File: src/rtl/load_store_unit_pkg.sv
// Shared load/store types and decode helpers for the memory stage.
package instruction_utils;

    typedef enum logic [3:0] {
        NOP = 4'd0,
        ALU = 4'd1,
        LB  = 4'd2,
        LH  = 4'd3,
        LW  = 4'd4,
        LBU = 4'd5,
        LHU = 4'd6,
        SB  = 4'd7,
        SH  = 4'd8,
        SW  = 4'd9
    } rv32i_instr_e;

    typedef enum logic [1:0] {
        IDLE,
        REQ,
        WAIT_RSP,
        DONE
    } lsu_state_e;

    typedef enum logic [1:0] {
        BYTE,
        HALF,
        WORD
    } lsu_size_e;

    function automatic logic is_load(rv32i_instr_e op);
        return op inside {LB, LH, LW, LBU, LHU};
    endfunction

    function automatic logic is_store(rv32i_instr_e op);
        return op inside {SB, SH, SW};
    endfunction

    function automatic lsu_size_e lsu_size(rv32i_instr_e op);
        case (op)
            LB, LBU, SB: return BYTE;
            LH, LHU, SH: return HALF;
            default:     return WORD;
        endcase
    endfunction

    function automatic logic lsu_is_unsigned(rv32i_instr_e op);
        return op inside {LBU, LHU};
    endfunction

    function automatic logic is_misaligned(rv32i_instr_e op, logic [1:0] off);
        if (!(is_load(op) || is_store(op))) return 1'b0;
        case (lsu_size(op))
            HALF:    return off[0];
            WORD:    return off != 2'b00;
            default: return 1'b0;
        endcase
    endfunction

endpackage

File: src/rtl/load_store_unit_align.sv
// Byte-lane steering: load extraction/extension and store replication/strobes.
module lsu_align
    import instruction_utils::*;
(
    input  logic [31:0] rdata_i,
    input  logic [1:0]  off_i,
    input  lsu_size_e   size_i,
    input  logic        uns_i,
    input  logic [31:0] sd_i,
    output logic [31:0] load_data_o,
    output logic [31:0] wdata_o,
    output logic [3:0]  wstrb_o
);

    logic [7:0]  byte_v;
    logic [15:0] half_v;

    assign byte_v = rdata_i[{off_i, 3'b000} +: 8];
    assign half_v = rdata_i[{off_i[1], 4'b0000} +: 16];

    always_comb begin
        load_data_o = rdata_i;
        wdata_o     = sd_i;
        wstrb_o     = 4'b1111;
        unique case (size_i)
            BYTE: begin
                load_data_o = {{24{~uns_i & byte_v[7]}}, byte_v};
                wdata_o     = {4{sd_i[7:0]}};
                wstrb_o     = 4'b0001 << off_i;
            end
            HALF: begin
                load_data_o = {{16{~uns_i & half_v[15]}}, half_v};
                wdata_o     = {2{sd_i[15:0]}};
                wstrb_o     = 4'b0011 << off_i;
            end
            default: ;
        endcase
    end

endmodule

File: src/rtl/load_store_unit.sv
// Memory stage: one word-wide data-memory transaction per accepted load/store,
// with misalignment trap, response watchdog and extended load result.
module load_store_unit
    import instruction_utils::*;
#(
    parameter int unsigned TIMEOUT_CYCLES = 64
) (
    input  logic         clk,
    input  logic         rst_n,
    input  logic         in_valid,
    output logic         in_ready,
    input  rv32i_instr_e instr,
    input  logic [31:0]  addr,
    input  logic [31:0]  store_data,
    output logic         mem_req_valid,
    input  logic         mem_req_ready,
    output logic [31:0]  mem_addr,
    output logic         mem_we,
    output logic [3:0]   mem_wstrb,
    output logic [31:0]  mem_wdata,
    input  logic         mem_rsp_valid,
    input  logic [31:0]  mem_rdata,
    output logic         done,
    output logic [31:0]  load_data,
    output logic         misaligned,
    output logic         bus_error
);

    lsu_state_e   state_q, state_d;
    rv32i_instr_e instr_q, instr_d;
    logic [31:0]  addr_q, addr_d;
    logic [31:0]  sd_q, sd_d;
    logic [31:0]  ld_q, ld_d;
    logic         mis_q, mis_d;
    logic         err_q, err_d;
    logic [31:0]  wdog_q, wdog_d;

    logic [31:0]  al_ld;
    logic [31:0]  al_wdata;
    logic [3:0]   al_wstrb;
    lsu_size_e    size_q;
    logic         uns_q;

    assign size_q = lsu_size(instr_q);
    assign uns_q  = lsu_is_unsigned(instr_q);

    lsu_align u_align (
        .rdata_i     (mem_rdata),
        .off_i       (addr_q[1:0]),
        .size_i      (size_q),
        .uns_i       (uns_q),
        .sd_i        (sd_q),
        .load_data_o (al_ld),
        .wdata_o     (al_wdata),
        .wstrb_o     (al_wstrb)
    );

    always_comb begin
        state_d = state_q;
        instr_d = instr_q;
        addr_d  = addr_q;
        sd_d    = sd_q;
        ld_d    = ld_q;
        mis_d   = mis_q;
        err_d   = err_q;
        wdog_d  = wdog_q;
        unique case (state_q)
            IDLE: begin
                if (in_valid) begin
                    instr_d = instr;
                    addr_d  = addr;
                    sd_d    = store_data;
                    ld_d    = '0;
                    mis_d   = 1'b0;
                    err_d   = 1'b0;
                    if (!(is_load(instr) || is_store(instr))) begin
                        state_d = DONE;
                    end else if (is_misaligned(instr, addr[1:0])) begin
                        mis_d   = 1'b1;
                        state_d = DONE;
                    end else begin
                        state_d = REQ;
                    end
                end
            end
            REQ: begin
                if (mem_req_ready) begin
                    state_d = WAIT_RSP;
                    wdog_d  = '0;
                end
            end
            WAIT_RSP: begin
                // Counter reads 1 on the first waiting cycle; response beats expiry.
                wdog_d = wdog_q + 32'd1;
                if (mem_rsp_valid) begin
                    state_d = DONE;
                    ld_d    = is_load(instr_q) ? al_ld : '0;
                end else if (TIMEOUT_CYCLES != 0 && wdog_d == TIMEOUT_CYCLES) begin
                    state_d = DONE;
                    err_d   = 1'b1;
                end
            end
            DONE: begin
                state_d = IDLE;
            end
        endcase
    end

    always_ff @(posedge clk) begin
        if (!rst_n) begin
            state_q <= IDLE;
            instr_q <= NOP;
            addr_q  <= '0;
            sd_q    <= '0;
            ld_q    <= '0;
            mis_q   <= 1'b0;
            err_q   <= 1'b0;
            wdog_q  <= '0;
        end else begin
            state_q <= state_d;
            instr_q <= instr_d;
            addr_q  <= addr_d;
            sd_q    <= sd_d;
            ld_q    <= ld_d;
            mis_q   <= mis_d;
            err_q   <= err_d;
            wdog_q  <= wdog_d;
        end
    end

    assign in_ready      = state_q == IDLE;
    assign mem_req_valid = state_q == REQ;
    assign mem_addr      = {addr_q[31:2], 2'b00};
    assign mem_we        = mem_req_valid && is_store(instr_q);
    assign mem_wstrb     = mem_we ? al_wstrb : 4'b0000;
    assign mem_wdata     = al_wdata;
    assign done          = state_q == DONE;
    assign misaligned    = done && mis_q;
    assign bus_error     = done && err_q;
    assign load_data     = ld_q;

endmodule

File: config.mk
export PLATFORM = sky130hd
export DESIGN_NAME = load_store_unit
export DESIGN_NICKNAME = d
export VERILOG_FILES = /design/src/rtl/load_store_unit_pkg.sv /design/src/rtl/load_store_unit_align.sv /design/src/rtl/load_store_unit.sv
export SDC_FILE = /design/constraint.sdc
export NUM_CORES = 1
export LEC_CHECK = 0
export BUFFER_PORTS_ARGS = -buffer_cell sky130_fd_sc_hd__buf_2
export CORE_UTILIZATION = 44
export CTS_CLUSTER_SIZE = 24
export DETAILED_ROUTE_END_ITERATION = 8
export PLACE_DENSITY_LB_ADDON = 0.08
export SYNTH_ARGS = -nofsm -noshare
export SYNTH_HDL_FRONTEND = slang
export SYNTH_SLANG_ARGS = --single-unit
File: constraint.sdc
create_clock -name clk -period 3.14 [get_ports clk]
set_input_delay 0.471 -clock clk [delete_from_list [all_inputs] [get_ports clk]]
set_output_delay 0.471 -clock clk [all_outputs]
set_load 0.1 [all_outputs]
After elaboration in Yosys (flattened, before gate mapping)
Index checks and enable logic that the tools add are counted.
{"block": "classes", "addsub": 1, "eq_ne": 29, "n_shift": 4, "n_mux": 37, "bitwise": 3, "n_reduce_logical": 23}
{"cell": "case mux 32 bit (2 select lines)", "n": 4}
{"cell": "two-way mux 32 bit", "n": 4}
{"cell": "adder 32 x 1 -> 32 bit, second input constant", "n": 1}
{"cell": "equality test 32 x 7 -> 1 bit, second input constant", "n": 1}
{"cell": "equality test 4 x 3 -> 1 bit, second input constant", "n": 8}
{"cell": "indexed part select 32 x 6 -> 16 bit", "n": 1}
{"cell": "indexed part select 32 x 6 -> 8 bit", "n": 1}
{"cell": "two-way mux 2 bit", "n": 10}
{"cell": "equality test 4 x 2 -> 1 bit, second input constant", "n": 4}
{"cell": "equality test 4 bit, second input constant", "n": 4}
{"cell": "two-way mux 1 bit", "n": 12}
{"cell": "OR reduction 3 bit", "n": 4}
{"cell": "nonzero test 5 bit", "n": 2}
{"cell": "inequality test 2 bit, second input constant", "n": 4}
{"cell": "case mux 2 bit (2 select lines)", "n": 2}
{"cell": "case mux 2 bit (4 select lines)", "n": 1}
{"cell": "case mux 4 bit (2 select lines)", "n": 1}
{"cell": "nonzero test 2 bit", "n": 4}
{"cell": "equality test 2 x 1 -> 1 bit, second input constant", "n": 3}
{"cell": "equality test 2 bit, second input constant", "n": 3}
{"cell": "AND reduction 3 bit", "n": 2}
{"cell": "nonzero test 3 bit", "n": 2}
{"cell": "zero test 2 bit", "n": 2}
{"cell": "two-way mux 4 bit", "n": 1}
{"cell": "11 further kinds", "n": 16}
{"block": "totals", "regBits": 136, "in_bits": 105, "output_inout_bits": 106, "elab_cells": 105}

Longest topological paths before layout
Gate-level depths: netlist of run 1.
{"block": "depth", "ltp_word": 20, "depth_mapped": 11, "mapped_depth_nobuf": 9}

Hierarchy
Synthesis of run 1 repeated with hierarchy kept, for this count alone.
{"block": "hier_totals", "hier_cells": 1003, "area_unflattened_um2": 7728.7}
{"module": "load_store_unit", "n_inst": 1, "cells_each": 821, "area_per_inst_um2": 6426.2, "seq_area_each_um2": 2722.6}
{"module": "lsu_align", "n_inst": 1, "cells_each": 182, "area_per_inst_um2": 1302.5, "seq_area_each_um2": 0.0}

Worst setup path before layout of run 1
OpenSTA, ideal clock, no wires.
{"block": "synth_path", "path_type": "register -> output", "start": "reg instr_q[2]", "end": "out mem_wstrb[3]", "arrival_time_ns": 3.252, "t_required_ns": 2.669, "path_slack_ns": -0.583, "path_stages_with_launch": 8, "path_buffers": 3, "cell_sequence": "dfxtp_1 clkbuf_1 or3b_1 o22ai_1 clkbuf_1 clkbuf_1 o21ai_0 a21oi_1"}
{"block": "synth_via", "elab_chain_len": 6, "elab_cells_between_ends": 16, "cone_classes": "8 x eq/ne; 3 x mux; 5 x reduce/logical"}
{"element": "start: declaration", "line_no": "load_store_unit.sv:30", "text": "rv32i_instr_e instr_q, instr_d;"}
{"element": "start signal: assignment", "line_no": "load_store_unit.sv:121", "text": "instr_q <= instr_d;"}
{"element": "equality test 4 x 3 -> 1 bit (tied with other cells)", "line_no": "load_store_unit_pkg.sv:39", "text": "case (op)"}
{"element": "OR reduction 3 bit", "line_no": "load_store_unit_pkg.sv:39"}
{"element": "case mux 2 bit (2 select lines)", "line_no": "load_store_unit_pkg.sv:39"}
{"element": "equality test 2 x 1 -> 1 bit or zero test 2 bit (tied branches)", "line_no": "load_store_unit_align.sv:25", "text": "unique case (size_i)"}
{"element": "case mux 4 bit (2 select lines)", "line_no": "load_store_unit_align.sv:25"}
{"element": "two-way mux 4 bit *", "line_no": "load_store_unit.sv:135", "text": "assign mem_wstrb = mem_we ? al_wstrb : 4'b0000;"}
{"element": "end: declaration", "line_no": "load_store_unit.sv:19", "text": "output logic [3:0] mem_wstrb,"}
Every way passes the cells marked *; elsewhere a longest branch is shown, timed or not.

Worst setup path in the final report of run 1
{"block": "layout_path", "start": "reg instr_q[1]", "end": "out mem_wdata[19]"}
{"block": "layout_via", "elab_chain_len": 5, "elab_cells_between_ends": 12, "cone_classes": "7 x eq/ne; 2 x mux; 3 x reduce/logical"}
{"element": "equality test 4 x 3 -> 1 bit (tied with other cells)", "line_no": "load_store_unit_pkg.sv:39"}
{"element": "OR reduction 3 bit", "line_no": "load_store_unit_pkg.sv:39"}
{"element": "case mux 2 bit (2 select lines) *", "line_no": "load_store_unit_pkg.sv:39"}
{"element": "equality test 2 x 1 -> 1 bit or zero test 2 bit (tied branches)", "line_no": "load_store_unit_align.sv:25"}
{"element": "case mux 32 bit (2 select lines) *", "line_no": "load_store_unit_align.sv:25"}
{"element": "end: declaration", "line_no": "load_store_unit.sv:20", "text": "output logic [31:0] mem_wdata,"}
Marks and branches as above.

==> metrics.yaml, run 1 <==
status: "completed"
synthesis.area_um2: 7418
synth_mux_area_share_pct: 1.501
relSlewSlack_pct: 53.19
synth_enable_flop_cells: 0
grt_pass1_wl_um: 33590
die_x_um: 131.8
crit_fanout: 15
p_leak_nw: 3.764
routabilityCongestion: 0.8410
finalCritPeriodShare_pct: 94.99
rsz0062_at_grt: "false"
portBuffers: 208
antenna_found_initial: 1
power.total_mw: 7.472
utilization_pct: 55.12
post_cts.repair.setup_buffers: 0
viasPerCell: 5.323
skew_ns: 0.007983
ioPinCount: 211
placed_cells: 1360
ant_nets: 0
track_usage_pct: 23.78
final-setup-viol-count: 0
cp-end-kind: "output port"
cts_tree: "done"
layout_common_cells: "nand2_1, buf_2, a21oi_1, dfxtp_1, o21ai_0"
htree_levels: 4
drive_gt1_share_pct: 24.17
drc_errors: 0
layout_commonest_cell: "nand2_1"
layout_min_cycle_time_ns: 2.983
post_drt_wl_per_cell_um: 14.86
syn_area_per_cell_um2: 7.202
yosys_warnings: 0
criticalPathCategory: "reg2out"
required_ns: 2.67
routed_wl_um: 20690
critPathArrivalTime_ns: 2.51
grt_max_degree: 64
dieArea_um2: 17380
synth-main-ff-cell: "dfxtp_1"
finalSetupTns_ns: 0
nets: 1270
synth-simple-area-share_pct: 28.18
hold_viol: 0
synth.distinct_cells: 69
cp-start-kind: "flop"
synth_xor_area_share_pct: 1.535
cpMostUsedCell: "nand2_1"
core.rowCount: 47
synth_cells: 1030
syn2layout_area_growth_pct: 22.79
first_iter_violations: 527
hold_class: "in2reg"
stdcell_count: 1392
clk_pin_slew_worst_paths_ns: 0.06
nFillCells: 1674
yosysSeqAreaShare_pct: 36.70
crit_slowest_cell: "dfxtp_1"
die_y_um: 131.8
overflow: 0
clock.fmax_mhz: 335.3
vias: 7410
path_cells: "or3b_1 -> a21o_1 -> nand2_1 -> buf_4 -> nand2_1 -> nand2_1 -> buf_2"
ys_ff_latch: 136
cap_violations: 0
multiInputGateArea_um2: 4045
synth_top_family_by_area: "simple AND/OR/NAND/NOR gates"
core_um2: 16520
irDropWorstVdd_v: 0.0004406
ff_latch_area_um2: 2723
initial_core_util_pct: 44.89
insertion_delay_ns: 0.43
numClockSinks: 136
first_pass_iters: 5
root_buffer: "clkbuf_16"
report.final.slew_viol_count: 0
critPathMaxStageDelay_ns: 0.44
synth-adder-area-share_pct: 1.012
cts_inserted_buffers: 17
synth-compound-area-share_pct: 21.77
async_flop_share_pct: 0
max_slew.worst_pin.slew_ns: 0.6948
dpl.hpwl_um: 14500
clock_path_buffers: 2
grt_pass1_vias: 6614
power.density_nw_per_um2: 820.3
## cells by family after synthesis
family                   Yosys count
buffers and inverters            133
AO/OA/AOI/OAI                    276
adder cells (fa/ha/maj)            6
other                              1
multiplexers                      11
flip-flops                       136
AND/OR/NAND/NOR                  454
XOR/XNOR                          13
## power breakdown
group	internal, mW	switching (mW)
registers	1.91	0.138
logic	0.721	2.59
clock network	1.34	0.774
## synth_stat cells, drive strengths merged, types with 7 or more instances
cell type | instances | area, um^2
dfxtp | 136 | 2723
or4 | 7 | 56.30
inv | 12 | 45.04
nand4 | 14 | 100.1
nand3 | 36 | 192.7
buf | 65 | 430.4
nand2b | 11 | 68.82
o21ai | 56 | 280.3
mux2i | 10 | 100.1
a211oi | 9 | 67.56
nor3 | 21 | 105.1
nor2 | 47 | 178.9
and2 | 9 | 56.30
nand2 | 268 | 1006
and3 | 7 | 43.79
nor4 | 11 | 105.1
clkbuf | 56 | 210.2
xnor2 | 7 | 61.31
a21oi | 145 | 725.7
a311oi | 10 | 93.84
## registers in the layout, summed over array words and instances, names as in the netlist
register / count
instr_q: 4
sd_q: 32
addr_q: 32
mis_q: 1
state_q: 2
load_data: 32
err_q: 1
wdog_q: 32
## metrics by stage
stage,hold WS [ns],setup slack (ns),area [um^2]
CTS,0.2642,0.1301,9091
detailed placement,0.4423,0.2107,8467
global placement,0.4383,0.3239,8467
floorplan,0.4318,0.007835,7436
global route,0.2728,0.0001155,9109
finish,0.2778,0.1574,9109
## area by class of cell
cell class,instances,area share [%]
Timing Repair Buffer,230,15.33
Inverter,12,0.5220
Clock buffer,19,4.863
Tap cell,220,3.022
Antenna cell,1,0.02747
Sequential cell,136,29.89
Clock inverter,12,1.937
Multi-Input combinational cell,762,44.41
## per-layer routing
layer | up-vias | share of wire (%) | track usage, %
met2 | 197 | 47 | 38.71
met1 | 3377 | 47 | 31.77
li1 | 3807 | - | -
met3 | 29 | 4.4 | 4.191
met5 | - | 0 | 0
met4 | 0 | 1.7 | 7.881
## worst paths after layout
kind	slack [ns]	startpoint	end	cells past startpoint
hold / removal	0.28	store_data[29]	sd_q[29]$_SDFFE_PN0P_	3
hold reg to reg	0.45	load_data[31]$_SDFFE_PN0P_	load_data[31]$_SDFFE_PN0P_	2
setup / recovery	0.16	instr_q[1]$_SDFFE_PN0P_	mem_wdata[19]	7
setup reg to reg	0.23	wdog_q[0]$_SDFFE_PN0P_	state_q[1]$_SDFFE_PN0P_	8
## timing repair
action                     in CTS  in global routing
cloned                          0                  0
pin swaps                       0                  0
setup endpoints to repair      17                  6
gates resized for setup         1                  6
hold buffers                    0                  0
## worst max-delay path, delay by kind of cell, from the launching register on
kind / cells / cell delay (ns)
simple gates: 4 / 0.66
buf+inv: 2 / 0.62
flops: 1 / 0.44
compound gates: 1 / 0.36
(Power assumes the default switching activity.)
==> inputs of run 2 (changes only) <==
Settings changed: CORE_MARGIN set to 10.
==> run 2 against run 1 <==
Against the previous run: count of clock-buffer cells in the layout is 1 lower; total power increased by 3.1%; first-iteration DRC count decreased by 7.4%; final cell count increased by 0.36%; fmax is 0.40% lower; global-route usage is 3.4 points lower; sequential share of layout area decreased by 0.27 points; die area rose by 29%; cell area rose by 0.92%; clock skew fell by 0.0012 ns; critical path depth decreased by 1; critical endpoint is now mem_wstrb[1]; highest routed layer unchanged.
==> metrics.yaml, run 2 (synthesized netlist as in run 1, its figures left out) <==
clock.fmax_mhz: 333.9
clock_path_buffers: 2
drive_gt1_share_pct: 24.53
grt_pass1_vias: 7148
max_slew.worst_pin.slew_ns: 0.7423
syn2layout_area_growth_pct: 23.92
critPathMaxStageDelay_ns: 0.42
hold_class: "in2reg"
criticalPathCategory: "reg2out"
cts_tree: "done"
cts_inserted_buffers: 17
portBuffers: 208
path_cells: "or3b_1 -> o22a_1 -> nand2_1 -> buf_4 -> a21oi_2 -> buf_12"
finalCritPeriodShare_pct: 95.37
rr_endpoint: "state_q[1]$_SDFFE_PN0P_"
vias: 7542
dpl.hpwl_um: 17040
ioPinCount: 211
report.final.slew_viol_count: 0
numClockSinks: 136
p_leak_nw: 3.803
routed_wl_um: 23540
die_y_um: 149.8
post_cts.repair.setup_buffers: 0
dieArea_um2: 22450
drc_errors: 0
post_drt_wl_per_cell_um: 16.85
status: "completed"
irDropWorstVdd_v: 0.0004368
first_iter_violations: 488
first_pass_iters: 5
skew_ns: 0.006801
hold_viol: 0
crit_fanout: 29
layout_min_cycle_time_ns: 2.995
path_depth: 6
hold_ws_ns: 0.2838
ant_nets: 0
track_usage_pct: 20.41
cp-startpoint: "instr_q[3]$_SDFFE_PN0P_"
htree_levels: 4
core.rowCount: 47
viasPerCell: 5.399
crit_buf_inv: 2
die_x_um: 149.8
cts_resized: 1
cp-end-kind: "output port"
rr_worst_depth: 8
critPathArrivalTime_ns: 2.52
clk_pin_slew_worst_paths_ns: 0.06
layout_common_cells: "nand2_1, buf_2, a21oi_1, dfxtp_1, o21ai_0"
final-setup-viol-count: 0
critPathTopFamily: "simple AND/OR/NAND/NOR gates"
core_um2: 16580
antenna_found_initial: 2
overflow: 0
grt_pass1_wl_um: 37670
nets: 1272
required_ns: 2.67
cap_violations: 0
cp-start-kind: "flop"
routabilityCongestion: 0.9167
power.density_nw_per_um2: 838.4
postCtsHoldBufs: 0
r2r_start: "wdog_q[0]$_SDFFE_PN0P_"
layout_commonest_cell: "nand2_1"
grt_max_degree: 60
endpoint: "mem_wstrb[1]"
rsz0062_at_grt: "false"
relSlewSlack_pct: 50.34
root_buffer: "clkbuf_16"
insertion_delay_ns: 0.42
crit_slowest_cell: "dfxtp_1"
rrSetupSlack_ns: 0.19
initial_core_util_pct: 44.73
finalSetupTns_ns: 0
-- run 2: cell count changes in the layout (fill, tap and decap cells not counted), sizes merged --
cell	change
buf	+5
bufinv	+2
clkbuf	-4
diode	+2
-- run 2: routing by layer --
metal  vias to the layer above  share of wire, %  GRT usage (%)  routed length [um]
met5                         -                 0              0                   0
met4                         0               1.5          5.831                 342
met3                        23               6.5          5.284                1541
met2                       213                48          34.23               11360
met1                      3491                44          25.24               10300
li1                       3815                 -              -                   -
-- run 2: worst min-delay path by stage --
stage / start / to / slack (ns) / cells past startpoint
2_1_floorplan: err_q$_SDFFE_PN0P_ / err_q$_SDFFE_PN0P_ / 0.43 / 2
3_3_place_gp: load_data[9]$_SDFFE_PN0P_ / load_data[9]$_SDFFE_PN0P_ / 0.44 / 2
3_5_place_dp: load_data[15]$_SDFFE_PN0P_ / load_data[15]$_SDFFE_PN0P_ / 0.44 / 2
4_1_cts: addr[29] / addr_q[29]$_SDFFE_PN0P_ / 0.26 / 3
5_1_grt: addr[29] / addr_q[29]$_SDFFE_PN0P_ / 0.27 / 3
6_report: addr[25] / addr_q[25]$_SDFFE_PN0P_ / 0.28 / 3
-- run 2: stage by stage --
step                      setup slack (ns)  total power, mW  utilization, %  cells  area (um^2)
after floorplan                   0.007835            4.738               -   1031         7436
after global placement              0.3499            5.426           51.15   1362         8482
after detailed placement            0.2338            5.435           51.15   1362         8482
after CTS                           0.1445            7.770           55.32   1394         9174
after global routing               0.01418            8.117           55.42   1396         9190
final                               0.1454            7.707           55.43   1397         9193
-- run 2: worst register-to-register path: cells and delay by family (launching register included) --
family          cells  cell delay (ns)
compound gates      2             0.52
flops               1             0.50
simple gates        5             1.49
fa+ha+maj           1             0.32
-- run 2: power by group --
part	switching, mW	total, mW	internal (mW)
logic	2.63	3.35	0.722
registers	0.135	2.04	1.91
clock network	0.795	2.31	1.52
total	3.56	7.71	4.15
-- run 2: layout make-up --
cell class | instances | area [um^2]
inverter | 12 | 47.55
antenna | 3 | 7.507
fill | 1711 | 7391
multi-input combinational | 762 | 4049
sequential | 136 | 2723
timing repair buffer | 232 | 1404
clock buffer | 18 | 439.2
clock inverter | 14 | 247.7
tap | 220 | 275.3
==> inputs of run 3 (changes only) <==
Settings changed: CORE_UTILIZATION 44 to 53, HOLD_SLACK_MARGIN set to 0.12, SETUP_SLACK_MARGIN set to 0.5.
==> run 3 against run 2 <==
Against the previous run: non-clock buffer count increased by 13; sequential power about the same; hold slack got worse by 0.0073 ns.
==> metrics.yaml, run 3 (synthesized netlist as in run 1, its figures left out) <==
hold_class: "in2reg"
path_cells: "or3b_4 -> a21oi_2 -> buf_6 -> nor2_2 -> buf_6 -> nand2_2 -> nand3_2 -> buf_12"
ioPinCount: 211
clockPowerShare_pct: 25.6
core_um2: 13770
cp-start-kind: "flop"
report.final.slew_viol_count: 0
first_pass_iters: 5
die_y_um: 138.3
nets: 1286
die_x_um: 138.3
power.density_nw_per_um2: 802.6
postCtsHoldBufs: 0
routabilityCongestion: 0.8293
layout_min_cycle_time_ns: 2.616
r2r_start: "wdog_q[1]$_SDFFE_PN0P_"
cpMostUsedCell: "buf_6"
track_usage_pct: 22.74
min_to: "addr_q[10]$_SDFFE_PN0P_"
hold_viol: 0
cp-end-kind: "output port"
overflow: 0
power_switching_mw: 3.632
grt_pass1_vias: 7188
cts_tree: "done"
final-setup-viol-count: 0
crit_buf_inv: 3
finalSetupTns_ns: 0
critPathMaxStageDelay_ns: 0.41
crit_slowest_cell: "or3b_4"
critPathArrivalTime_ns: 2.15
clock_path_buffers: 2
post-place-ws_ns: 0.2753
swShare_pct: 46.92
ant_nets: 0
clk_pin_slew_worst_paths_ns: 0.06
dieArea_um2: 19130
p_comb_share_pct: 47.9
vias: 7800
worst_slack_ns: 0.5239
max_slew.worst_pin.slew_ns: 0.8776
path_depth: 8
rsz0062_at_grt: "true"
cap_violations: 0
grt_pass1_wl_um: 36920
drc_errors: 0
post_drt_wl_per_cell_um: 17.10
core.rowCount: 43
drive_gt1_share_pct: 30.30
internal-power_mw: 4.108
criticalPathCategory: "reg2out"
layout_common_cells: "nand2_1, buf_2, a21oi_1, dfxtp_1, o21ai_0"
syn2layout_area_growth_pct: 29.99
numClockSinks: 136
stdcell_count: 1370
rr_worst_depth: 8
skew_ns: 0.01066
p_leak_nw: 3.934
cts_inserted_buffers: 17
relSlewSlack_pct: 41.35
irDropWorstVdd_v: 0.0005135
layout_commonest_cell: "nand2_1"
initial_core_util_pct: 53.86
htree_levels: 4
power.total_mw: 7.740
hold_ws_ns: 0.2765
antenna_found_initial: 2
rrSetupSlack_ns: 0.60
crit_fanout: 8
pwr-share-seq_pct: 26.6
routed_wl_um: 23420
grt_max_degree: 56
insertion_delay_ns: 0.43
finalCritPeriodShare_pct: 83.32
nFillCells: 1163
first_iter_violations: 598
viasPerCell: 5.693
rr_endpoint: "state_q[1]$_SDFFE_PN0P_"
dpl.hpwl_um: 16370
holdPathStages: 3
status: "completed"
clock.fmax_mhz: 382.3
root_buffer: "clkbuf_16"
critPathTopFamily: "simple AND/OR/NAND/NOR gates"
required_ns: 2.67
min-delay-start: "addr[10]"
portBuffers: 208
placed_cells: 1320
run 3: final cells by class:
| cell class | instances | area [um^2] | area share, % |
|---|---|---|---|
| multi-input cells | 763 | 4293 | 44.52 |
| repair buffers | 245 | 1739 | 18.04 |
| clock inverters | 11 | 120.1 | 1.246 |
| diodes | 2 | 5.005 | 0.05190 |
| inverters | 12 | 51.30 | 0.5320 |
| clock buffers | 21 | 460.4 | 4.775 |
| well taps | 180 | 225.2 | 2.336 |
| flip-flops and latches | 136 | 2749 | 28.51 |
run 3: stage by stage:
step	util (%)	instance area [um^2]
after floorplan	-	7574
after global placement	63.15	8698
after detailed placement	63.15	8698
after CTS	68.74	9468
after global routing	69.99	9641
final	70.01	9643
run 3: what timing repair did:
action,4_1_cts,5_1_grt
gates cloned,2,2
endpoints found under the setup margin,46,43
setup buffers,4,8
pin swaps,3,4
resized for setup,36,35
run 3: power groups by stage:
stage / combinational [mW] / clock [mW] / sequential, mW
floorplan: 2.67 / 0 / 2.13
global placement: 3.48 / 0 / 2.07
detailed placement: 3.49 / 0 / 2.08
CTS: 3.62 / 2.00 / 2.05
global route: 3.96 / 2.08 / 2.08
finish: 3.71 / 1.98 / 2.06
run 3: metal layers:
layer  GRT usage [%]  up-vias  wire [um]
li1                -     3846          -
met1           27.73     3636       9847
met2           37.83      264      11510
met3           6.164       54       1473
met4           7.603        0        597
met5               0        -          0
run 3: worst max path at each step:
stage,startpoint,end,slack [ns]
2_1_floorplan,instr_q[2]$_SDFFE_PN0P_,mem_wstrb[3],0.35
3_3_place_gp,wdog_q[0]$_SDFFE_PN0P_,state_q[1]$_SDFFE_PN0P_,0.34
3_5_place_dp,wdog_q[0]$_SDFFE_PN0P_,state_q[1]$_SDFFE_PN0P_,0.28
4_1_cts,instr_q[0]$_SDFFE_PN0P_,mem_wdata[16],0.49
5_1_grt,instr_q[1]$_SDFFE_PN0P_,mem_wdata[12],0.44
6_report,instr_q[1]$_SDFFE_PN0P_,mem_wdata[24],0.52
run 3: worst reg2reg max path: stages, from the launching register on:
cell and delay [ns]:
dfxtp_2 0.43, ha_4 0.20, and3_4 0.24, nand3_4 0.10, or4_1 0.50, a2111oi_2 0.35, and4_2 0.31, and4_1 0.19
o211ai_1 0.09
